### src/rtl/hs_pkg.sv
// Shared definitions for the four-phase req/ack handshake pair (transmitter and receiver).
package hs_pkg;

    typedef enum logic [1:0] {
        IDLE  = 2'd0,
        REQ   = 2'd1,
        REL   = 2'd2,
        DRAIN = 2'd3
    } hs_state_e;

    localparam int unsigned SYNC_MIN = 2;
    localparam int unsigned SYNC_MAX = 4;

endpackage

### src/rtl/sync_chain.sv
// Plain DFF synchroniser chain for a single asynchronous bit; each stage is an
// ordinary flop so metastability models can be substituted per stage.
module sync_chain #(
    parameter int unsigned STAGES = 2
) (
    input  logic CK,
    input  logic RS,
    input  logic d,
    output logic q
);

    logic [STAGES-1:0] stage_q;

    always_ff @(posedge CK) begin
        if (RS) begin
            stage_q <= '0;
        end else begin
            stage_q <= {stage_q[STAGES-2:0], d};
        end
    end

    assign q = stage_q[STAGES-1];

endmodule

### src/rtl/hs4_tx.sv
// Launching side of the four-phase req/ack CDC handshake: captures a word from a
// valid/ready source, holds it on tx_data and runs req against a synchronised ack.
module hs4_tx
    import hs_pkg::*;
#(
    parameter int unsigned WIDTH       = 8,
    parameter int unsigned SYNC_STAGES = 2,
    parameter int unsigned TIMEOUT     = 0,
    parameter int unsigned TO_W        = 16
) (
    input  logic             CK,
    input  logic             RS,
    input  logic [WIDTH-1:0] in_data,
    input  logic             in_valid,
    output logic             in_ready,
    output logic             req,
    output logic [WIDTH-1:0] tx_data,
    input  logic             ack,
    output logic             done,
    output logic             err
);

    // Out-of-range chain lengths are clamped to the supported range.
    localparam int unsigned SYNC_N = (SYNC_STAGES < SYNC_MIN) ? SYNC_MIN :
                                     (SYNC_STAGES > SYNC_MAX) ? SYNC_MAX : SYNC_STAGES;
    localparam logic [TO_W-1:0] TO_LIMIT = TO_W'(TIMEOUT);

    hs_state_e        state_q, state_d;
    logic             req_q, req_d;
    logic [WIDTH-1:0] tx_q, tx_d;
    logic             err_q, err_d;
    logic [TO_W-1:0]  cnt_q, cnt_d;
    logic [TO_W-1:0]  cnt_inc;
    logic             waiting;
    logic             ack_s;

    sync_chain #(
        .STAGES(SYNC_N)
    ) u_ack_sync (
        .CK(CK),
        .RS(RS),
        .d (ack),
        .q (ack_s)
    );

    always_comb begin
        state_d  = state_q;
        req_d    = req_q;
        tx_d     = tx_q;
        in_ready = 1'b0;
        done     = 1'b0;
        case (state_q)
            IDLE: begin
                in_ready = 1'b1;
                if (in_valid) begin
                    // A stale ack must be seen low before a new request goes out.
                    if (ack_s) begin
                        state_d = DRAIN;
                    end else begin
                        state_d = REQ;
                        req_d   = 1'b1;
                        tx_d    = in_data;
                    end
                end
            end
            REQ: begin
                if (ack_s) begin
                    state_d = REL;
                    req_d   = 1'b0;
                end
            end
            REL: begin
                if (!ack_s) begin
                    state_d = IDLE;
                    done    = 1'b1;
                end
            end
            DRAIN: begin
                if (!ack_s) begin
                    state_d = IDLE;
                end
            end
            default: begin
                state_d = IDLE;
                req_d   = 1'b0;
            end
        endcase
    end

    // Threshold is judged on the incremented value so err can rise on the same
    // edge as a state advance that clears the counter.
    always_comb begin
        waiting = (state_q != IDLE);
        cnt_inc = (cnt_q == '1) ? cnt_q : cnt_q + 1'b1;
        if (state_d != state_q || !waiting) begin
            cnt_d = '0;
        end else begin
            cnt_d = cnt_inc;
        end
        err_d = err_q | (waiting && (TIMEOUT != 0) && (cnt_inc == TO_LIMIT));
    end

    always_ff @(posedge CK) begin
        if (RS) begin
            state_q <= IDLE;
            req_q   <= 1'b0;
            tx_q    <= '0;
            err_q   <= 1'b0;
            cnt_q   <= '0;
        end else begin
            state_q <= state_d;
            req_q   <= req_d;
            tx_q    <= tx_d;
            err_q   <= err_d;
            cnt_q   <= cnt_d;
        end
    end

    assign req     = req_q;
    assign tx_data = tx_q;
    assign err     = err_q;

endmodule

### config.mk
export PLATFORM = sky130hd
export DESIGN_NAME = hs4_tx
export DESIGN_NICKNAME = d
export VERILOG_FILES = /design/src/rtl/hs_pkg.sv /design/src/rtl/sync_chain.sv /design/src/rtl/hs4_tx.sv
export SDC_FILE = /design/constraint.sdc
export NUM_CORES = 1
export LEC_CHECK = 0
export BUFFER_PORTS_ARGS = -buffer_cell sky130_fd_sc_hd__buf_2
export CAP_MARGIN = 30
export CORE_AREA = 2 2 39 41
export DETAILED_ROUTE_END_ITERATION = 12
export DIE_AREA = 0 0 41 43
export HOLD_SLACK_MARGIN = 0.1
export MAX_ROUTING_LAYER = met4
export PLACE_DENSITY = 0.82
export SLEW_MARGIN = 30
export SYNTH_ARGS = -nofsm -noshare
export SYNTH_HDL_FRONTEND = slang
export SYNTH_HIERARCHICAL = 1
export SYNTH_SLANG_ARGS = --single-unit
### constraint.sdc
create_clock -name CK -period 3.28 [get_ports CK]
set_input_delay 0.164 -clock CK [delete_from_list [all_inputs] [get_ports CK]]
set_output_delay 0.164 -clock CK [all_outputs]
set_load 0.05 [all_outputs]
==> results of run 1 <==
worst max path at each step:
stage / slack [ns] / to / from / cells after the start
after floorplan: 2.12 / in_ready / state_q[0] / 1
after global placement: 1.63 / tx_data[2] / state_q[0] / 2
after detailed placement: 1.87 / tx_data[0] / state_q[0] / 2
after CTS: 1.77 / done / state_q[1] / 3
after global routing: 1.71 / done / state_q[1] / 3
final: 1.80 / done / state_q[1] / 3
logic make-up (layout without fill, tap and decap cells):
group           count (synthesis)  in the layout
compound gates                  2              2
other cells                     1              1
flops                          13             13
simple gates                   29             29
buf+inv                         6             29
mux                             8              8
state kept, by name, indices dropped and copies added (netlist names):
| name | count |
|---|---|
| req | 1 |
| u_ack_sync/stage_q | 2 |
| tx_data | 8 |
| state_q | 2 |
area by class of cell:
type                            count  area share
Multi-Input combinational cell     40      0.4207
Inverter                            2     0.01002
Clock buffer                        4     0.03506
Sequential cell                    13      0.3472
Timing Repair Buffer               23      0.1603
Tap cell                           16     0.02671
metrics by stage:
step	total power [W]	hold WS (ns)	std cells
floorplan	0.0002511	0.2356	59
global placement	0.0002703	0.3751	93
detailed placement	0.0002747	0.3822	93
CTS	0.0003757	0.1341	98
global route	0.0003876	0.1532	98
finish	0.0003688	0.1438	98
layer usage:
layer	global-route usage	share of wire
met5	-	0
met4	0.1000	0.0058
met3	0.03141	0.049
met2	0.2156	0.52
met1	0.1564	0.43
tightest hold or removal path, delay by kind of cell:
| family | cells | cell delay [ns] |
|---|---|---|
| muxes | 1 | 0.06 |
| buffers and inverters | 1 | 0.09 |
| and+or+nand+nor | 1 | 0.05 |
synth_stat cells:
library cell / count
sky130_fd_sc_hd__nor2_1: 1
sky130_fd_sc_hd__nand2b_1: 16
sky130_fd_sc_hd__a2111oi_2: 1
sky130_fd_sc_hd__or4b_1: 1
sky130_fd_sc_hd__conb_1: 1
sky130_fd_sc_hd__and2b_1: 1
sky130_fd_sc_hd__buf_4: 1
sky130_fd_sc_hd__and2_1: 1
sky130_fd_sc_hd__nor3b_1: 1
sky130_fd_sc_hd__nor3_1: 1
sky130_fd_sc_hd__o41ai_1: 1
sky130_fd_sc_hd__and3b_2: 1
sky130_fd_sc_hd__dfxtp_1: 13
sky130_fd_sc_hd__buf_2: 1
sky130_fd_sc_hd__inv_1: 2
sky130_fd_sc_hd__mux2i_1: 8
sky130_fd_sc_hd__or3b_1: 1
sky130_fd_sc_hd__clkbuf_1: 2
sky130_fd_sc_hd__nor2b_1: 4
sky130_fd_sc_hd__nor4b_1: 1
repair_timing:
item,4_1_cts,5_1_grt
hold buffers,1,0
gates resized for setup,0,0
hold endpoints to repair,1,0
power by group:
part           internal, W  switching [W]  total (W)  leakage [nW]
Clock            0.0000471      0.0000513  0.0000983        0.0150
Sequential        0.000169     0.00000903   0.000178         0.107
Combinational    0.0000319      0.0000602  0.0000920         0.227
==> implementation parameters, run 1 <==
Parameter                              Value

Detailed routing
  Via count    458
  Drt wl/cell    10.50 um
  Post-DRT Antenna Nets    0
  Number of iterations in the first detailed-routing pass    2
  Total wire length after detailed routing    1.029 mm
  Via-to-Cell Ratio    roughly 4.7
  Residual DRC    0
  DRC violation total after the first TritonRoute iteration    2

GRT
  Overall overflow remaining after global route    0
  Wire length of the first global-routing pass    1.635 mm
  GRT Overall Usage    0.1426
  Vias in the first global route    426
  Maximum number of pins on one net before global-route repair    23
  Number of antenna violations at the first check in global routing    0

Worst hold path
  Min-Delay Path Class    primary input to flip-flop
  Worst Hold Path EP    tx_data[4]
  Min-Delay Startpoint    in_data[4]
  Hold path depth    3

STA
  Max-slew headroom    0.5439
  Number of failing hold endpoints at the final stage    0
  Max Slew Vio Count    0
  Top achievable clock speed    673.7 MHz
  Count of final setup violators    0
  Setup repair after global routing missed its margin    false
  Period Utilization, post-route    0.4525
  Fin worst setup slack    1.796 ns
  Final setup skew    around 0.0037 ns
  Accumulated negative setup slack    0 ns
  Actual slew at the worst max-slew pin    approximately 0.68 ns
  Crit path time final    1.484 ns

Synth
  Synth Area in Simple Gates    0.3277
  Post-Syn Nets    71
  Adder and majority gate portion of the synthesized area    0
  Main combinational cell family by area after synthesis    simple AND/OR/NAND/NOR gates
  XOR/XNOR share of the synthesized area    0
  Syn_area_per_cell    about 10 um2
  Post-synthesis compound-gate area fraction    0.04043
  Share of the synthesized area in the top cell type    0.4426
  Number of distinct standard cells referenced by the synthesized netlist    20
  Post-Synthesis Cell Area    slightly below 600 um2
  Syn Inst Count    59
  Area leader, netlist    sky130_fd_sc_hd__dfxtp_1
  Dominant cells by area after synthesis    sky130_fd_sc_hd__dfxtp_1, sky130_fd_sc_hd__nand2b_1, sky130_fd_sc_hd__mux2i_1, sky130_fd_sc_hd__nor2b_1, sky130_fd_sc_hd__a2111oi_2
  Sequential fraction of the synthesis area    0.4426
  Proportion of synthesized area in mux cells    0.1362
  Count of yosys warnings during synthesis    6
  Yosys reg bits    13

Cells and area
  Most frequent cells in the layout    sky130_fd_sc_hd__buf_2, sky130_fd_sc_hd__nand2b_1, sky130_fd_sc_hd__dfxtp_1
  Count of antenna diodes in the layout    0
  Fill cell instance count of the final layout    about 130
  Multi-input logic area    315.3 um2
  Synth-to-Final Area Change    27.45%
  Nets@finish    95
  Final core area utilization    0.5416
  Area taken by flip-flops and latches    260.3 um2
  Proportion of layout cells with a drive suffix above 1    0.3415
  Finished layout cell area    749.5 um2
  Most common cell after layout, fill and taps aside    sky130_fd_sc_hd__buf_2

Floorplanning
  Total core area    1384 um2
  Die Footprint    1763 um2
  Initial core utilization    0.4250
  Die width    41 um
  Number of I/O pins    24
  Die Y-Extent    roughly 43 um
  Placement Rows    14

Setup path
  Kind of critical path    flip-flop to output port
  Chain of cells forming the critical path    nor2b_1, and2_1, buf_2
  Worst-path maximum fanout    8
  Slowest cell on the critical path    sky130_fd_sc_hd__dfxtp_1
  Required time of the worst setup path    roughly 3.1 ns
  Cells on worst reg2reg path    2
  Source of the worst register-to-register timing path    state_q[0]
  Critical Path End Type    output port
  Internal reg-to-reg setup slack    1.89 ns
  Reg2Reg Capture Point    tx_data[0]
  Maximum cell stage delay along the critical path    0.47 ns
  Count of buffering cells on the critical path with inverters included    1
  Kind of start point of the critical path    flip-flop
  Crit path max-delay family    flip-flops
  Critical Path AT    1.32 ns

Place
  Dpl ws    around 1.9 ns
  Hpwl dp    788.4 um
  IO Port Bufs    22
  GP Congestion    0.6333
  Placement Cell Area    713.2 um2

Pwr
  Pwr per Cell Area    492.1 nW/um2
  Worst IR Drop VDD    approximately 0.20 mV
  Leakage power summed over all cells    approximately 0.35 nW

Clocking
  Clock buffers created by TritonCTS    3
  CTS tree    yes
  TritonCTS sink count    13
  Clock latency of the later-clocked register in the worst-skew pair    around 0.27 ns
  Deepest level of the CTS H-tree    1
  Post-CTS setup-driven buffer insertion count    0
  Max Root-Sink Buffers    2
  Clk root buf    sky130_fd_sc_hd__clkbuf_4
  Clock slew seen by the registers of the worst setup and hold paths    0.08 ns

Run status
  Status    complete, no violations

Run
  Number of max-capacitance violations reported    0
(Power assumes the default switching activity.)
==> inputs of run 2 (changes only) <==
- CORE_AREA: 2 2 39 41 -> default
- CORE_UTILIZATION: default -> 44
- DIE_AREA: 0 0 41 43 -> default
- clock period: 3.28 -> 1.45 ns (I/O delays scaled with it)
==> implementation parameters, run 2 (same netlist as run 1, synthesis figures left out) <==
Parameter                              Value

STA
  Period Utilization, post-route    0.8782
  Final setup skew    ~0.00053 ns
  Max Slew Vio Count    0
  Accumulated negative setup slack    0 ns
  Top achievable clock speed    785.3 MHz
  Number of failing hold endpoints at the final stage    0
  Crit path time final    1.273 ns
  Count of final setup violators    0
  Setup repair after global routing missed its margin    false
  Fin worst setup slack    ~0.18 ns

Setup path
  Worst-path maximum fanout    8
  Maximum cell stage delay along the critical path    ~0.38 ns
  Chain of cells forming the critical path    nor2b_1, and2_1, buf_2
  Count of buffering cells on the critical path with inverters included    1
  Critical Path AT    between 1 and 1.5 ns
  Required time of the worst setup path    1.38 ns
  Kind of critical path    flip-flop to output port
  Slowest cell on the critical path    sky130_fd_sc_hd__dfxtp_2
  Critical Path End Type    output port
  Kind of start point of the critical path    flip-flop
  Crit path max-delay family    flip-flops

Pwr
  Power, Total    0.0008406 W
  Combinational share of power    0.269
  Switching share of power    0.3150
  Clk pwr share    0.253
  Flop pwr share    0.478
  Pwr per Cell Area    roughly 1000 nW/um2
  Cell internal pwr    0.0005758 W
  Worst IR Drop VDD    0.6810 mV
  Net load switching power    approximately 0.00026 W
  Leakage power summed over all cells    0.3826 nW

Detailed routing
  Total wire length after detailed routing    1.040 mm
  Number of iterations in the first detailed-routing pass    4
  Drt wl/cell    approximately 10 um
  Via-to-Cell Ratio    4.600
  DRC violation total after the first TritonRoute iteration    6
  Residual DRC    0
  Via count    483
  Post-DRT Antenna Nets    0

Floorplanning
  Total core area    1171 um2
  Die Y-Extent    38.56 um
  Number of I/O pins    24
  Placement Rows    12
  Die width    38.56 um
  Die Footprint    1487 um2
  Initial core utilization    0.5021

Cells and area
  Largest register FFs    8
  Most frequent cells in the layout    sky130_fd_sc_hd__buf_2, sky130_fd_sc_hd__nand2b_1, sky130_fd_sc_hd__dfxtp_1
  Synth-to-Final Area Change    40.64%
  Most common cell after layout, fill and taps aside    sky130_fd_sc_hd__buf_2
  Count of antenna diodes in the layout    0
  Nets@finish    104
  Final core area utilization    0.7062
  Fill cell instance count of the final layout    91
  Final non-filler cell total    between 100 and 150
  Proportion of layout cells with a drive suffix above 1    0.3297

GRT
  Busiest metal layer after global routing    met1
  Met3 Track Usage GR    0.05233
  Maximum number of pins on one net before global-route repair    23
  Vias in the first global route    approximately 370
  Wire length of the first global-routing pass    1.573 mm
  Overall overflow remaining after global route    0
  Met2 global-route usage    0.2083
  Grt met1 use    0.2266
  GRT Overall Usage    0.1588
  Number of antenna violations at the first check in global routing    0

Run status
  Status    complete, no violations

Clocking
  Clock buffers created by TritonCTS    3
  Clk root buf    sky130_fd_sc_hd__clkbuf_4
  Max Root-Sink Buffers    2
  TritonCTS sink count    13
  Clock latency of the later-clocked register in the worst-skew pair    0.26 ns
  CTS tree    yes
  Post-CTS setup-driven buffer insertion count    0
  Clock slew seen by the registers of the worst setup and hold paths    0.07 ns
  Deepest level of the CTS H-tree    1

Place
  Number of cells in the design after placement    92
  Dpl ws    0.2505 ns
  GP Congestion    0.6540
  IO Port Bufs    22
  Hpwl dp    ~670 um

Worst hold path
  Min-Delay Path Class    primary input to flip-flop

Run
  Number of max-capacitance violations reported    0
## run 2: final cells by class
type                            instances  area [um2]  share of cell area
Clock buffer                            4       26.28             0.03177
Inverter                                2       7.507            0.009077
Multi-Input combinational cell         40       306.5              0.3707
Sequential cell                        13       261.5              0.3162
Tap cell                               14       17.52             0.02118
Timing Repair Buffer                   32       207.7              0.2511
## run 2: worst min-delay path, cell delays in order
cell	delay [ns]
sky130_fd_sc_hd__buf_2	0.11
sky130_fd_sc_hd__nor3_1	0.12
sky130_fd_sc_hd__nor3b_1	0.07
## run 2: final timing paths
| kind | endpoint | start | slack (ns) | depth (start not counted) |
|---|---|---|---|---|
| worst max-delay path | done | state_q[1] | 0.18 | 3 |
| worst min register to register | u_ack_sync/stage_q[1] | u_ack_sync/stage_q[0] | 0.44 | 1 |
| worst max register to register | req | state_q[1] | 0.26 | 2 |
| worst min-delay path | state_q[1] | in_valid | 0.15 | 3 |
## run 2: power by group through the flow
stage / Combinational (W) / Clock [W] / Sequential [W]
final: 0.000226 / 0.000213 / 0.000402
after global routing: 0.000241 / 0.000249 / 0.000405
after CTS: 0.000226 / 0.000221 / 0.000402
after detailed placement: 0.000207 / 0 / 0.000410
after global placement: 0.000206 / 0 / 0.000409
after floorplan: 0.0000924 / 0 / 0.000475
## run 2: repair_timing
item                                    CTS  global route
endpoints found under the hold margin     9             0
endpoints found under the setup margin    0             1
resized for setup                         0             1
hold buffers                              9             0
## run 2: metrics by stage
stage / area, um2 / hold WS, ns
floorplan: 588.1 / 0.1441
global placement: 709.4 / 0.2807
detailed placement: 709.4 / 0.2910
CTS: 825.8 / 0.1629
global route: 827.0 / 0.1779
finish: 827.0 / 0.1519
## run 2: metal layers
| metal | vias up | wire (um) |
|---|---|---|
| met5 | - | 0 |
| met4 | 0 | 0 |
| met3 | 0 | 51 |
| met2 | 15 | 459 |
| met1 | 211 | 529 |
| li1 | 257 | - |
